===== src/rtl/heroe_pkg.sv =====
// Shared types and constants for the HEROE board input path: keypad
// scanner state encoding, sweep classification and game key codes.
package heroe_pkg;

    localparam int KEY_W = 4;

    // Keypad debounce FSM states
    typedef enum logic [1:0] {
        IDLE     = 2'd0,
        DB_PRESS = 2'd1,
        PRESSED  = 2'd2
    } kp_state_t;

    // Classification of one full 16-key sweep
    typedef enum logic [1:0] {
        SW_NONE   = 2'd0,
        SW_SINGLE = 2'd1,
        SW_MULTI  = 2'd2
    } sweep_cls_t;

    typedef struct packed {
        sweep_cls_t       cls;
        logic [KEY_W-1:0] idx;
    } sweep_t;

    // Key codes used by the game FSM, formatted as {col[1:0], row[1:0]}
    localparam logic [KEY_W-1:0] KEY_UP    = 4'h1;
    localparam logic [KEY_W-1:0] KEY_LEFT  = 4'h4;
    localparam logic [KEY_W-1:0] KEY_OK    = 4'h5;
    localparam logic [KEY_W-1:0] KEY_RIGHT = 4'h6;
    localparam logic [KEY_W-1:0] KEY_DOWN  = 4'h9;

    // Count pressed keys in a snapshot; idx is only meaningful for SW_SINGLE
    function automatic sweep_t classify(input logic [15:0] snap);
        sweep_t     res;
        logic [4:0] ones;
        ones    = 5'd0;
        res.idx = 4'd0;
        for (int i = 0; i < 16; i++) begin
            if (snap[i]) begin
                ones    = ones + 5'd1;
                res.idx = 4'(i);
            end
        end
        if (ones == 5'd0) begin
            res.cls = SW_NONE;
        end else if (ones == 5'd1) begin
            res.cls = SW_SINGLE;
        end else begin
            res.cls = SW_MULTI;
        end
        return res;
    endfunction

endpackage


===== src/rtl/input_sync.sv =====
// Two-flop synchronizer for asynchronous, active-low button/row lines.
// Resets to all-ones so an idle (pulled-up) line reads as not pressed.
module input_sync #(
    parameter int WIDTH = 1
) (
    input  logic             clk,
    input  logic             rst_n,
    input  logic [WIDTH-1:0] d,
    output logic [WIDTH-1:0] q
);

    logic [WIDTH-1:0] meta_r;
    logic [WIDTH-1:0] sync_r;

    // Two-stage capture of the asynchronous inputs
    always_ff @(posedge clk or negedge rst_n) begin
        if (!rst_n) begin
            meta_r <= {WIDTH{1'b1}};
            sync_r <= {WIDTH{1'b1}};
        end else begin
            meta_r <= d;
            sync_r <= meta_r;
        end
    end

    assign q = sync_r;

endmodule


===== src/rtl/keypad_scan.sv =====
// 4x4 matrix keypad scanner: drives one column low per slot, snapshots the
// rows, debounces whole sweeps and reports single-key presses via valid/ack.
module keypad_scan
    import heroe_pkg::*;
#(
    parameter int SCAN_DIV = 1350,
    parameter int DEBOUNCE = 4
) (
    input  logic             clk,
    input  logic             rst_n,
    input  logic [3:0]       row_in,
    output logic [3:0]       col_out,
    output logic [KEY_W-1:0] key_code,
    output logic             key_valid,
    input  logic             key_ack,
    output logic             key_held,
    output logic             overrun
);

    localparam int                SLOT_W    = $clog2(SCAN_DIV);
    localparam logic [SLOT_W-1:0] SLOT_LAST = SLOT_W'(SCAN_DIV - 1);
    localparam logic [SLOT_W-1:0] SLOT_ONE  = SLOT_W'(32'd1);
    localparam logic [3:0]        DB_MAX    = 4'(DEBOUNCE);

    logic [3:0]        row_sync_s;
    logic [3:0]        row_press_s;
    logic              slot_last_s;
    logic [15:0]       snap_next_s;
    sweep_t            sweep_s;

    logic [SLOT_W-1:0] slot_r;
    logic [1:0]        col_r;
    logic [3:0]        col_out_r;
    logic [15:0]       snap_r;
    logic              sweep_done_r;

    kp_state_t         state_r;
    kp_state_t         state_nx_s;
    logic [KEY_W-1:0]  cand_r;
    logic [KEY_W-1:0]  cand_nx_s;
    logic [3:0]        cnt_r;
    logic [3:0]        cnt_nx_s;
    logic [3:0]        cnt_inc_s;
    logic              press_evt_s;
    logic              held_nx_s;

    logic [KEY_W-1:0]  key_code_r;
    logic              key_valid_r;
    logic              key_held_r;
    logic              overrun_r;

    input_sync #(.WIDTH(4)) u_row_sync (
        .clk   (clk),
        .rst_n (rst_n),
        .d     (row_in),
        .q     (row_sync_s)
    );

    // Rows are active-low: a low line under a driven column is a pressed key
    assign row_press_s = ~row_sync_s;
    assign slot_last_s = (slot_r == SLOT_LAST);
    assign sweep_s     = classify(snap_r);

    // Merge the current column's rows into the snapshot at the end of its slot
    always_comb begin
        snap_next_s = snap_r;
        if (slot_last_s) begin
            snap_next_s[{col_r, 2'b00} +: 4] = row_press_s;
        end else begin
            snap_next_s = snap_r;
        end
    end

    // Slot/column counters, column drive and snapshot register
    always_ff @(posedge clk or negedge rst_n) begin
        if (!rst_n) begin
            slot_r       <= {SLOT_W{1'b0}};
            col_r        <= 2'd0;
            col_out_r    <= 4'b1110;
            snap_r       <= 16'h0000;
            sweep_done_r <= 1'b0;
        end else begin
            snap_r       <= snap_next_s;
            sweep_done_r <= slot_last_s && (col_r == 2'd3);
            if (slot_last_s) begin
                slot_r    <= {SLOT_W{1'b0}};
                col_r     <= col_r + 2'd1;
                col_out_r <= ~(4'b0001 << (col_r + 2'd1));
            end else begin
                slot_r    <= slot_r + SLOT_ONE;
            end
        end
    end

    // FSM state register together with candidate key and debounce counter
    always_ff @(posedge clk or negedge rst_n) begin
        if (!rst_n) begin
            state_r <= IDLE;
            cand_r  <= 4'd0;
            cnt_r   <= 4'd0;
        end else begin
            state_r <= state_nx_s;
            cand_r  <= cand_nx_s;
            cnt_r   <= cnt_nx_s;
        end
    end

    // Next-state logic: one step per completed sweep
    always_comb begin
        state_nx_s  = state_r;
        cand_nx_s   = cand_r;
        cnt_nx_s    = cnt_r;
        press_evt_s = 1'b0;
        cnt_inc_s   = cnt_r + 4'd1;
        if (sweep_done_r) begin
            case (state_r)
                IDLE: begin
                    if (sweep_s.cls == SW_SINGLE) begin
                        cand_nx_s = sweep_s.idx;
                        if (DB_MAX == 4'd1) begin
                            state_nx_s  = PRESSED;
                            cnt_nx_s    = 4'd0;
                            press_evt_s = 1'b1;
                        end else begin
                            state_nx_s  = DB_PRESS;
                            cnt_nx_s    = 4'd1;
                        end
                    end else begin
                        cnt_nx_s = 4'd0;
                    end
                end
                DB_PRESS: begin
                    if (sweep_s.cls == SW_SINGLE) begin
                        if (sweep_s.idx == cand_r) begin
                            if (cnt_inc_s == DB_MAX) begin
                                state_nx_s  = PRESSED;
                                cnt_nx_s    = 4'd0;
                                press_evt_s = 1'b1;
                            end else begin
                                cnt_nx_s = cnt_inc_s;
                            end
                        end else begin
                            cand_nx_s = sweep_s.idx;
                            cnt_nx_s  = 4'd1;
                        end
                    end else begin
                        state_nx_s = IDLE;
                        cnt_nx_s   = 4'd0;
                    end
                end
                PRESSED: begin
                    // Anything but the held key counts toward release, which
                    // locks out a second key until the first is let go
                    if ((sweep_s.cls == SW_SINGLE) && (sweep_s.idx == cand_r)) begin
                        cnt_nx_s = 4'd0;
                    end else if (cnt_inc_s == DB_MAX) begin
                        state_nx_s = IDLE;
                        cnt_nx_s   = 4'd0;
                    end else begin
                        cnt_nx_s = cnt_inc_s;
                    end
                end
                default: begin
                    state_nx_s = IDLE;
                    cnt_nx_s   = 4'd0;
                end
            endcase
        end else begin
            state_nx_s = state_r;
        end
    end

    // Output decode from the next state so key_held rises with PRESSED entry
    always_comb begin
        held_nx_s = 1'b0;
        if (state_nx_s == PRESSED) begin
            held_nx_s = 1'b1;
        end else begin
            held_nx_s = 1'b0;
        end
    end

    // Registered outputs: press event loading, acknowledge and overrun
    always_ff @(posedge clk or negedge rst_n) begin
        if (!rst_n) begin
            key_code_r  <= 4'd0;
            key_valid_r <= 1'b0;
            key_held_r  <= 1'b0;
            overrun_r   <= 1'b0;
        end else begin
            key_held_r <= held_nx_s;
            if (press_evt_s) begin
                if (!key_valid_r || key_ack) begin
                    key_code_r  <= cand_nx_s;
                    key_valid_r <= 1'b1;
                end else begin
                    overrun_r   <= 1'b1;
                end
            end else if (key_ack) begin
                key_valid_r <= 1'b0;
            end else begin
                key_valid_r <= key_valid_r;
            end
        end
    end

    assign col_out   = col_out_r;
    assign key_code  = key_code_r;
    assign key_valid = key_valid_r;
    assign key_held  = key_held_r;
    assign overrun   = overrun_r;

endmodule


===== config.mk =====
export PLATFORM = sky130hd
export DESIGN_NAME = keypad_scan
export DESIGN_NICKNAME = d
export VERILOG_FILES = /design/src/rtl/heroe_pkg.sv /design/src/rtl/input_sync.sv /design/src/rtl/keypad_scan.sv
export SDC_FILE = /design/constraint.sdc
export NUM_CORES = 1
export LEC_CHECK = 0
export BUFFER_PORTS_ARGS = -buffer_cell sky130_fd_sc_hd__buf_2
export CAP_MARGIN = 5
export CORE_MARGIN = 2
export CORE_UTILIZATION = 58
export CTS_CLUSTER_SIZE = 16
export DETAILED_ROUTE_END_ITERATION = 10
export PLACE_DENSITY = 0.85
export REMOVE_ABC_BUFFERS = 1
export SLEW_MARGIN = 20
export SYNTH_ARGS = -nofsm -noshare
export SYNTH_HDL_FRONTEND = slang
export SYNTH_HIERARCHICAL = 1
export SYNTH_SLANG_ARGS = --single-unit
export TNS_END_PERCENT = 50

===== constraint.sdc =====
create_clock -name clk -period 12.3 [get_ports clk]
set_input_delay 1.23 -clock clk [delete_from_list [all_inputs] [get_ports clk]]
set_output_delay 1.23 -clock clk [all_outputs]
set_load 0.03 [all_outputs]

==> flow_summary.yaml <==
status:
  status: "finished clean"
clocking:
  cts_setup_buffers: 0
  cts-root-buf: "clkbuf_8"
  cts-buffers-inserted: 9
  clock_sinks: 59
  htree_levels: 3
  cts_tree: "yes"
  cts_buffer_depth: 2
  insertion_delay_ps: 330
  clkTransAtPathRegs_ps: 80
  cts_resized: 0
  cts_hold_buffers: 0
placed_design:
  finalWeightedCongestion: 0.8145
  port_buffers: 17
  hpwlAfterDp_microns: 6327
  place_area_sq_um: 4446
worst_setup_path:
  cp-start-kind: "register"
  reg2reg_setup_slack_ps: 1390
  cp_common_cell: "ha_1"
  worstPathArrival_ps: 11140
  crit_fanout: 5
  end_kind: "register"
  crit_slowest_cell: "or3_4"
  required_ps: 12520
  r2r-start: "snap_r[1]"
  reg2reg_to: "key_code[0]"
  crit_buf_inv: 3
  crit_family: "adder cells"
  critPathKind: "reg2reg"
  cpPeakStageDelay_ps: 420
  reg2regPathDepth: 52
global_routing:
  grt_usage: 0.2338
  gr-total-overflow: 0
  first_global_vias: 3454
  grt_max_degree: 60
  antenna_found_initial: 0
  grt_pass1_wl_microns: 15710
hold_path:
  worst_hold_path.endpoint: "u_row_sync/q[3]"
  hp-class: "reg2reg"
  worstHoldStart: "u_row_sync/meta_r[3]"
  whs_path_depth: 0
logic_synthesis:
  yosysSeqAreaShare: 0.3468
  synth_xor_area_frac: 0.1622
  yosys_warnings: 6
  synthSimpleGateAreaFrac: 0.1922
  synth-seq-cells: 59
  synth-edff-count: 0
  synth-adder-area-share: 0.06989
  synthArstFlopShare: 1.000
  synth_cells: 457
  syn_area_sq_um: 4297
  ys.flop_type: "dfrtp_1"
  synth_cell_type_count: 68
  synth_compound_area_frac: 0.1459
  postSynthAreaPerCell_sq_um: 9.402
  synthMuxAreaShare: 0.04834
  synth_top_family_by_area: "simple AND/OR/NAND/NOR gates"
final_layout:
  final_util: 0.6472
  antenna_cells: 0
  register_area_sq_um: 1490
  final_area_sq_um: 4669
  layout.nets: 502
  syn_to_final_growth_pct: 8.678
  fillers: 587
  multi_input_area_sq_um: 2658
  drive_gt1_frac: 0.1555
floorplan:
  die_w_microns: 90.07
  dieArea_sq_um: 8113
  initial_core_util: 0.5956
  io_pins: 18
  rows: 31
  core_sq_um: 7214
  fp.dieH_microns: 90.07
route:
  antenna_left: 0
  routedWlPerCell_microns: 15.37
  drc: 0
  wl_microns: 8836
  drt_iter0_drc: 255
  vias: 3410
  post_drt_via_cell_ratio: 5.930
  drt_pass1_iterations: 5
sta:
  finalSetupViolations: 0
  hold_violations: 0
  final.setup.tns_ps: 0
  min_period_over_period: 0.8872
  drv_slew: 0
  worst_slew_pin_slew_ps: 684.6
  min_period_ps: 10910
  rsz0062_at_grt: "no"
  hold_slack_ps: 348.5
  max_freq_mhz: 91.64
  slew_headroom: 0.5318
  skew_ps: 12.01
power:
  p_total_uw: 399.3
  leakage_uw: 0.002126
  power.density_nw_per_um2: 85.51
  max-vdd-ir-drop_uv: 192.1
flow_run:
  maxCapViolCount: 0
registers in the layout (all words and copies together) (netlist names), 2 cells and up:
signal and count:
key_code 4, u_row_sync/q 4, cand_r 4, snap_r 16, cnt_r 4, slot_r 11, state_r 2, u_row_sync/meta_r 4
col_r 2, col_out 4
power by group:
| part | switching [uW] | leakage [uW] | internal (uW) |
|---|---|---|---|
| Sequential | 1.07 | 0.000772 | 196 |
| Clock | 82.2 | 0.000102 | 115 |
| Combinational | 3.72 | 0.00125 | 0.907 |
| Total | 87.0 | 0.00213 | 312 |
final cells by class:
class | count | area share
tap | 99 | 0.02653
multi-input combinational | 362 | 0.5691
clock buffer | 9 | 0.02653
timing repair buffer | 18 | 0.01983
clock inverter | 7 | 0.02144
sequential | 59 | 0.3191
inverter | 21 | 0.01742
worst max path at each step:
stage                         start     endpoint  depth (start not counted)
after floorplan           snap_r[1]  key_code[0]                         52
after global placement    snap_r[1]  key_code[2]                         52
after detailed placement  snap_r[1]  key_code[3]                         52
after CTS                 snap_r[1]  key_code[0]                         52
after global routing      snap_r[1]     cnt_r[2]                         52
final                     snap_r[1]  key_code[0]                         52
metrics by stage:
stage               setup WS, ps  std cells
global placement            2089        559
CTS                         1499        575
finish                      1388        575
detailed placement          1545        559
floorplan                   2521        442
global route               664.5        575
cell usage after synthesis, types with 4 or more instances:
cell type | number | area (sq um)
ha_1 | 24 | 300.3
a21oi_1 | 17 | 85.08
inv_1 | 20 | 75.07
or3_1 | 5 | 31.28
o211ai_1 | 4 | 30.03
and2_1 | 6 | 37.54
nand2b_1 | 6 | 37.54
dfrtp_1 | 48 | 1201
nand2_1 | 65 | 244.0
nand3b_1 | 6 | 45.04
mux2_2 | 10 | 112.6
o31ai_1 | 19 | 142.6
nor2_1 | 28 | 105.1
nand3_1 | 20 | 100.1
a31oi_1 | 8 | 50.05
xor2_1 | 18 | 157.7
clkbuf_1 | 12 | 45.04
dfstp_2 | 11 | 289.0
mux2i_1 | 8 | 80.08
xnor3_1 | 4 | 90.09
xnor2_1 | 30 | 262.8
o21ai_0 | 19 | 95.09
nand4_1 | 8 | 50.05
placed cells by master (no fill, tap or decap), drive strengths merged, types with 3 or more instances in the layout:
master and n:
a21oi 17, a31oi 8, and2 6, buf 18, clkbuf 9, clkinvlp 3
dfrtp 48, dfstp 11, ha 24, inv 22, mux2 11, mux2i 8
nand2 65, nand2b 6, nand3 20, nand3b 6, nand4 8, nor2 28
nor2b 3, nor3 3, o211ai 4, o21ai 19, o21bai 3, o31ai 19
or2 3, or3 6, xnor2 33, xnor3 6, xor2 19
cells by family after synthesis:
family,Yosys count
adders and majority gates,24
AOI/OAI and AO/OA,92
DFF,59
muxes,19
xor gates and xnor gates,60
buffers and inverters,36
and+or+nand+nor,167
per-layer routing:
layer / routed length [microns] / up-vias / global-route usage
li1: - / 1659 / -
met1: 3973 / 1672 / 0.2985
met2: 4519 / 69 / 0.4148
met3: 249 / 10 / 0.03437
met4: 93 / 0 / 0.06410
met5: 0 / - / 0
worst reg2reg max path, delay by kind of cell (launching register included):
family / cells / cell delay [ps]
adder cells (fa/ha/maj): 14 / 4080
AO/OA/AOI/OAI: 11 / 1760
flip-flops: 1 / 410
buffers and inverters: 3 / 230
XOR/XNOR: 2 / 360
AND/OR/NAND/NOR: 18 / 2810
multiplexers: 4 / 1150
No activity file was read; power rests on OpenSTA's default activity.
